`src/rtl/cu_fsm.sv`:
```
// Multicycle control sequencer for the RV32I MCU: fetch / execute / writeback / interrupt.
// The CU_FSM_INTR_EN macro enables csrrw, mret and interrupt entry; undefined, those strobes stay 0.
module cu_fsm #(
  parameter int INSTRET_W = 32
) (
  input  logic                 clk,
  input  logic                 rst,
  input  logic [6:0]           opcode,
  input  logic [2:0]           func3,
  input  logic                 intr,
  input  logic                 mie,
  output logic                 pc_write,
  output logic                 reg_write,
  output logic                 mem_we2,
  output logic                 mem_rden1,
  output logic                 mem_rden2,
  output logic                 rst_pc,
  output logic                 csr_we,
  output logic                 int_taken,
  output logic                 mret_exec,
  output logic [INSTRET_W-1:0] instret
);

  typedef enum logic [2:0] {
    ST_INIT,
    ST_FETCH,
    ST_EXEC,
    ST_WB,
    ST_INTR
  } state_e;

  localparam logic [6:0] OP_LUI    = 7'b0110111;
  localparam logic [6:0] OP_AUIPC  = 7'b0010111;
  localparam logic [6:0] OP_IMM    = 7'b0010011;
  localparam logic [6:0] OP_OP     = 7'b0110011;
  localparam logic [6:0] OP_JAL    = 7'b1101111;
  localparam logic [6:0] OP_JALR   = 7'b1100111;
  localparam logic [6:0] OP_BRANCH = 7'b1100011;
  localparam logic [6:0] OP_STORE  = 7'b0100011;
  localparam logic [6:0] OP_LOAD   = 7'b0000011;
  localparam logic [6:0] OP_SYSTEM = 7'b1110011;

  state_e               state_q, state_d;
  logic [INSTRET_W-1:0] instret_q, instret_d;
  logic                 irq_go;

`ifdef CU_FSM_INTR_EN
  assign irq_go = intr & mie;
`else
  logic unused_inputs;
  assign irq_go        = 1'b0;
  assign unused_inputs = intr ^ mie ^ (^func3);
`endif

  always_comb begin
    // NOTE: every output and next-state value gets a default first so no path infers a latch.
    state_d   = state_q;
    instret_d = instret_q;
    pc_write  = 1'b0;
    reg_write = 1'b0;
    mem_we2   = 1'b0;
    mem_rden1 = 1'b0;
    mem_rden2 = 1'b0;
    rst_pc    = 1'b0;
    csr_we    = 1'b0;
    int_taken = 1'b0;
    mret_exec = 1'b0;

    case (state_q)
      ST_INIT: begin
        rst_pc  = 1'b1;
        state_d = ST_FETCH;
      end
      ST_FETCH: begin
        mem_rden1 = 1'b1;
        state_d   = ST_EXEC;
      end
      ST_EXEC: begin
        pc_write = 1'b1;
        case (opcode)
          OP_LUI, OP_AUIPC, OP_IMM, OP_OP, OP_JAL, OP_JALR: reg_write = 1'b1;
          OP_BRANCH: ;
          OP_STORE:  mem_we2 = 1'b1;
          OP_LOAD: begin
            pc_write  = 1'b0;
            mem_rden2 = 1'b1;
          end
          OP_SYSTEM: begin
`ifdef CU_FSM_INTR_EN
            if (func3 == 3'b001) begin
              reg_write = 1'b1;
              csr_we    = 1'b1;
            end else if (func3 == 3'b000) begin
              mret_exec = 1'b1;
            end
`endif
          end
          default: ;
        endcase
        // Loads retire from ST_WB; everything else retires as it leaves ST_EXEC.
        if (opcode == OP_LOAD) begin
          state_d = ST_WB;
        end else begin
          instret_d = instret_q + INSTRET_W'(1);
          state_d   = irq_go ? ST_INTR : ST_FETCH;
        end
      end
      ST_WB: begin
        reg_write = 1'b1;
        pc_write  = 1'b1;
        instret_d = instret_q + INSTRET_W'(1);
        state_d   = irq_go ? ST_INTR : ST_FETCH;
      end
      ST_INTR: begin
`ifdef CU_FSM_INTR_EN
        int_taken = 1'b1;
        pc_write  = 1'b1;
`endif
        state_d = ST_FETCH;
      end
      default: state_d = ST_INIT;
    endcase
  end

  // NOTE: sequential state uses non-blocking assignments so all registers update together.
  always_ff @(posedge clk) begin
    if (rst) begin
      state_q   <= ST_INIT;
      instret_q <= '0;
    end else begin
      state_q   <= state_d;
      instret_q <= instret_d;
    end
  end

  assign instret = instret_q;

endmodule

```
`config.mk`:
```
export PLATFORM = sky130hd
export DESIGN_NAME = cu_fsm
export DESIGN_NICKNAME = d
export VERILOG_FILES = /design/src/rtl/cu_fsm.sv
export SDC_FILE = /design/constraint.sdc
export NUM_CORES = 1
export LEC_CHECK = 0
export ABC_AREA = 0
export CORE_ASPECT_RATIO = 0.7
export CORE_MARGIN = 4
export CORE_UTILIZATION = 41
export DETAILED_ROUTE_END_ITERATION = 6
export GPL_ROUTABILITY_DRIVEN = 0
export PLACE_DENSITY_LB_ADDON = 0.1
export SLEW_MARGIN = 20
export SYNTH_ARGS = -nofsm -noshare
export SYNTH_HDL_FRONTEND = slang
export SYNTH_SLANG_ARGS = --single-unit
```
`constraint.sdc`:
```
create_clock -name clk -period 1.45 [get_ports clk]
set_input_delay 0.29 -clock clk [delete_from_list [all_inputs] [get_ports clk]]
set_output_delay 0.29 -clock clk [all_outputs]
set_load 0.005 [all_outputs]
```
======== After elaboration in Yosys (flattened, before gate mapping) ========
Cells that the tools add are included.
cells by class
  $add $sub $neg .......................... 1
  mux-type cells .......................... 14
  eq/ne operators ......................... 13
  reductions and logical operators ........ 5
operator list
  operator                                                                number
  32-bit case mux with 2 select lines                                     1
  32-bit by 1-bit adder with 32-bit output (second input constant)        1
  32-bit 2-to-1 mux                                                       1
  7-bit by 6-bit equality test with 1-bit output (second input constant)  3
  7-bit by 5-bit equality test with 1-bit output (second input constant)  2
  7-bit equality test (second input constant)                             2
  1-bit 2-to-1 mux                                                        8
  7-bit by 2-bit equality test with 1-bit output (second input constant)  1
  3-bit by 2-bit equality test with 1-bit output (second input constant)  2
  2-bit case mux with 3 select lines                                      1
  6-bit OR reduction                                                      1
  1-bit case mux with 2 select lines                                      2
  3-bit by 1-bit equality test with 1-bit output (second input constant)  1
  3-bit equality test (second input constant)                             1
  3-bit zero test                                                         1
  3-bit OR reduction                                                      1
  2-bit 2-to-1 mux                                                        1
  2-bit != test (second input constant)                                   1
  2-bit AND reduction                                                     1
  2-bit nonzero test                                                      1
word-level totals
  word-level logic and storage cells ...... 35
  output and inout bits ................... 41
  input port bits ......................... 14
  register bits after elaboration ......... 35

======== Longest topological paths before layout ========
  depth in word-level cells ............... 4
  mapped depth ............................ 7
  depth with buffers taken out ............ 6

======== Worst setup path before layout ========
Ideal clock, no wire load.
  path type ............................... register to register
  from .................................... register instret_q[0], in the netlist instret[0]
  to ...................................... register instret_q[14], in the netlist instret[14]
  stages on the path, launching flop included .. 8
  path buffers ............................ 1
  arrival ................................. 1.370 ns
  setup slack ............................. -0.047 ns
  cells stage by stage .................... dfxtp_1 ha_1 nand2_1 a21oi_1 buf_2 nand4_1 xor2_1 nor2_1
between the ends
  word-level cells in the longest chain between the ends .. 3
ends and longest elaborated chain
  item                                          RTL line  source
  from (decl)                                   44        logic [INSTRET_W-1:0] instret_q, instret_d;
  from (signal assigned)                        132       instret_q <= instret_d;
  32-bit by 1-bit adder with 32-bit output (*)  104, 111
  32-bit 2-to-1 mux                             101       if (opcode == OP_LOAD) begin
  32-bit case mux with 2 select lines (*)       69        case (state_q)
Every way passes the cells marked *; elsewhere a longest branch is shown, timed or not. The select of a mux whose other input is x is not followed.
A chain may end at the register's enable or synchronous reset.

======== Final worst setup path ========
  from .................................... register state_q[0]
  to ...................................... output pc_write
between the ends
  word-level cells in the longest chain between the ends .. 2
  elaborated cells between the ends (all ways) .. 3
  those cells by class .................... eq/ne (2); mux (1)
ends and longest elaborated chain
  item                                            RTL line  source
  from (decl)                                     43        state_e state_q, state_d;
  from (signal assigned)                          131       state_q <= state_d;
  3-bit by 2-bit equality test with 1-bit output  69
  1-bit case mux with 2 select lines (*)          69
  to (decl)                                       12        output logic pc_write,
Every way passes the cells marked *; elsewhere a longest branch is shown, timed or not.

==> qor.csv <==
metric,value,unit
Final WS setup,-0.0379,ns
ANT nets after route,0,
Netlist cell types,33,
Reg2Reg Setup Slack,-0.04,ns
layout cells sized above 1,0.438,
reg-to-reg critical path startpoint,instret[8],
Critical path origin,state_q[0],
CTS buffer count,5,
Worst Path Arrival,1.20,ns
Horiz. Die Dim,83.4,um
fin area,2710,um^2
Via density,5.07,
crit-path max FO,4,
Post-CTS Hold Buffers,0,
total track usage,0.192,
reg2reg path depth,5,
CP required,1.16,ns
PD cells,734,nW/um^2
Synth top area share,0.417,
fin util,0.738,
dpl cell area,2450,um^2
Die Y,60.8,um
CTS clock-pin slew for the worst setup and hold paths,0.08,ns
core footprint,3670,um^2
Gate Count Post-Synth,187,
H-tree levels,2,
CTS tree,yes,
diode count,0,
hpwl dp,3.41,mm
Final min period,1.49,ns
top area cells in the synthesized netlist,"dfxtp_1 (42%), xor2_1 (14%), nor2_1 (7.1%)",
total power draw,1990,uW
P&R area growth vs syn,66.0,%
Startpoint Class,flop,
Critical path buffers and inverters,2,
Static Leak,0.00132,uW
critical path's largest stage delay,0.37,ns
TritonRoute pass-1 iters,4,
top_reg_cell synth,dfxtp_1,
Setup crit end,pc_write,
WL per Instance,14.3,um
status,"finished, violations left",
failing checks,negative setup slack,
initial antenna violation count,0,
endpoint type of the worst setup path,output pin,
"Seq/Total Area, Yosys",0.417,
Hold WC Path Type,reg2reg,
Setup Skew,0.00866,ns
port bufs,46,
RR Endpoint,instret[29],
Async SR Flop Fraction,0,
mapped cell area,1630,um^2
Avg Inst Size Synth,8.72,um^2
TNS Setup,-0.0855,ns
max-cap violations,0,
RSZ-0062 raised after global routing,true,
crit share post-route,1.03,
root buffer cell,clkbuf_8,
global-route wire length before repair,7.68,mm
DR vias,1713,
DRT iter0 DRCs,83,
DRC errors left,0,
max-slew violations,0,
number of synthesized flops with an enable pin,0,
routed wire length,4.82,mm
Synth warnings,0,
Worst path depth,4,
worst-case clock buffer depth,2,
top cell type by total area after synthesis,dfxtp_1,
total I/O pin count,55,
largest net degree at the start of global routing,15,
vias in the first global route,1721,
Worst path slowest cell,dfxtp_4,
Die ar.,5070,um^2
final layout net count,302,
GR Overflow Total,0,
CTS sink cnt,34,
Rows,18,
clk_lat worst skew,0.29,ns
worst vdd ir,0.853,mV
endpoints failing hold,0,
synthesis-stage register bit count,34,
Initial Util,0.444,
crit-path leading delay family,flip-flops,
Max Fclk,672,MHz
critical path class,reg2out,
Final setup viols,4,
worst path cell trace,nor4_4 -> buf_4 -> a21boi_2 -> buf_2,
## stage by stage
stage | cells | hold slack (ns) | setup slack (ns)
global placement | 319 | 0.480 | -0.625
global route | 338 | 0.531 | -0.108
CTS | 334 | 0.513 | -0.0462
finish | 338 | 0.516 | -0.0379
floorplan | 189 | 0.474 | -0.00143
detailed placement | 319 | 0.503 | -0.720
## kinds of logic after synthesis
group                    Yosys count  synth area share
flip-flops                        34             0.417
multiplexers                       1           0.00614
other                              1           0.00230
AND/OR/NAND/NOR                   99             0.341
AO/OA/AOI/OAI                     12            0.0414
buffers and inverters             12            0.0391
adder cells (fa/ha/maj)            1           0.00767
XOR/XNOR                          27             0.145
## cells in the final DEF, fill, tap and decap left out, types with 4 or more instances in the layout
master | synthesis | layout
and3_1 | 9 | 8
and4_1 | 5 | 4
buf_2 | 3 | 5
buf_4 | 4 | 50
buf_6 | 0 | 5
clkbuf_2 | 0 | 6
clkbuf_8 | 0 | 5
clkdlybuf4s50_1 | 0 | 4
dfxtp_1 | 34 | 8
dfxtp_2 | 0 | 24
dlygate4sd2_1 | 0 | 27
nand2_1 | 7 | 5
nand3_1 | 13 | 12
nand4_1 | 15 | 15
nor2_1 | 31 | 29
xor2_1 | 26 | 26
## cells in the mapped netlist (2+ instances only)
cell	n
clkbuf_1	4
nand4_1	15
dfxtp_1	34
buf_2	3
or3_1	3
xor2_1	26
buf_4	4
nor2b_1	2
a21oi_1	5
nand2_1	7
and2_1	4
and4_1	5
nand3_1	13
nor2_1	31
o21ai_0	5
and3_1	9
## worst min path at each step
| stage | from | to | depth (start not counted) | slack, ns |
|---|---|---|---|---|
| finish | instret[22] | instret[22] | 2 | 0.52 |
| global route | instret[29] | instret[29] | 2 | 0.53 |
| CTS | instret[29] | instret[29] | 2 | 0.51 |
| detailed placement | instret[30] | instret[30] | 2 | 0.50 |
| global placement | instret[31] | instret[31] | 2 | 0.48 |
| floorplan | instret[31] | instret[31] | 2 | 0.47 |
## registers in the layout (all words and copies together) (netlist names)
register and count:
instret 32, state_q 2
## routing by layer
layer / vias to the layer above / GRT usage / wire length, um
li1: 849 / - / -
met3: 12 / 0.0488 / 201
met2: 46 / 0.353 / 2340
met5: - / 0 / 0
met4: 0 / 0.0653 / 106
met1: 806 / 0.224 / 2170
## report_power, final
| part | internal (uW) | switching, uW |
|---|---|---|
| Clock | 506 | 361 |
| Combinational | 85.4 | 79.7 |
| Sequential | 944 | 11.8 |
| Total | 1540 | 453 |
## final cells by class
cell class | instances | area [um^2]
well taps | 50 | 62.6
flip-flops and latches | 34 | 718
multi-input cells | 143 | 990
fillers | 288 | 963
inverters | 1 | 3.75
repair buffers | 102 | 825
clock buffers | 5 | 68.8
clock inverters | 3 | 40.0
## timing repair
| item | CTS | global route |
|---|---|---|
| pin swaps | 20 | 25 |
| setup endpoints to repair | 69 | 35 |
| resized for setup | 93 | 29 |
| setup buffers | 7 | 4 |
## worst register-to-register path, stage by stage, from the launching register on
cell and delay, ns:
dfxtp_2 0.33, and4_1 0.22, and4bb_4 0.30, nand2_4 0.08
or3_1 0.36, a21oi_1 0.13
No activity file was read; power rests on OpenSTA's default activity.
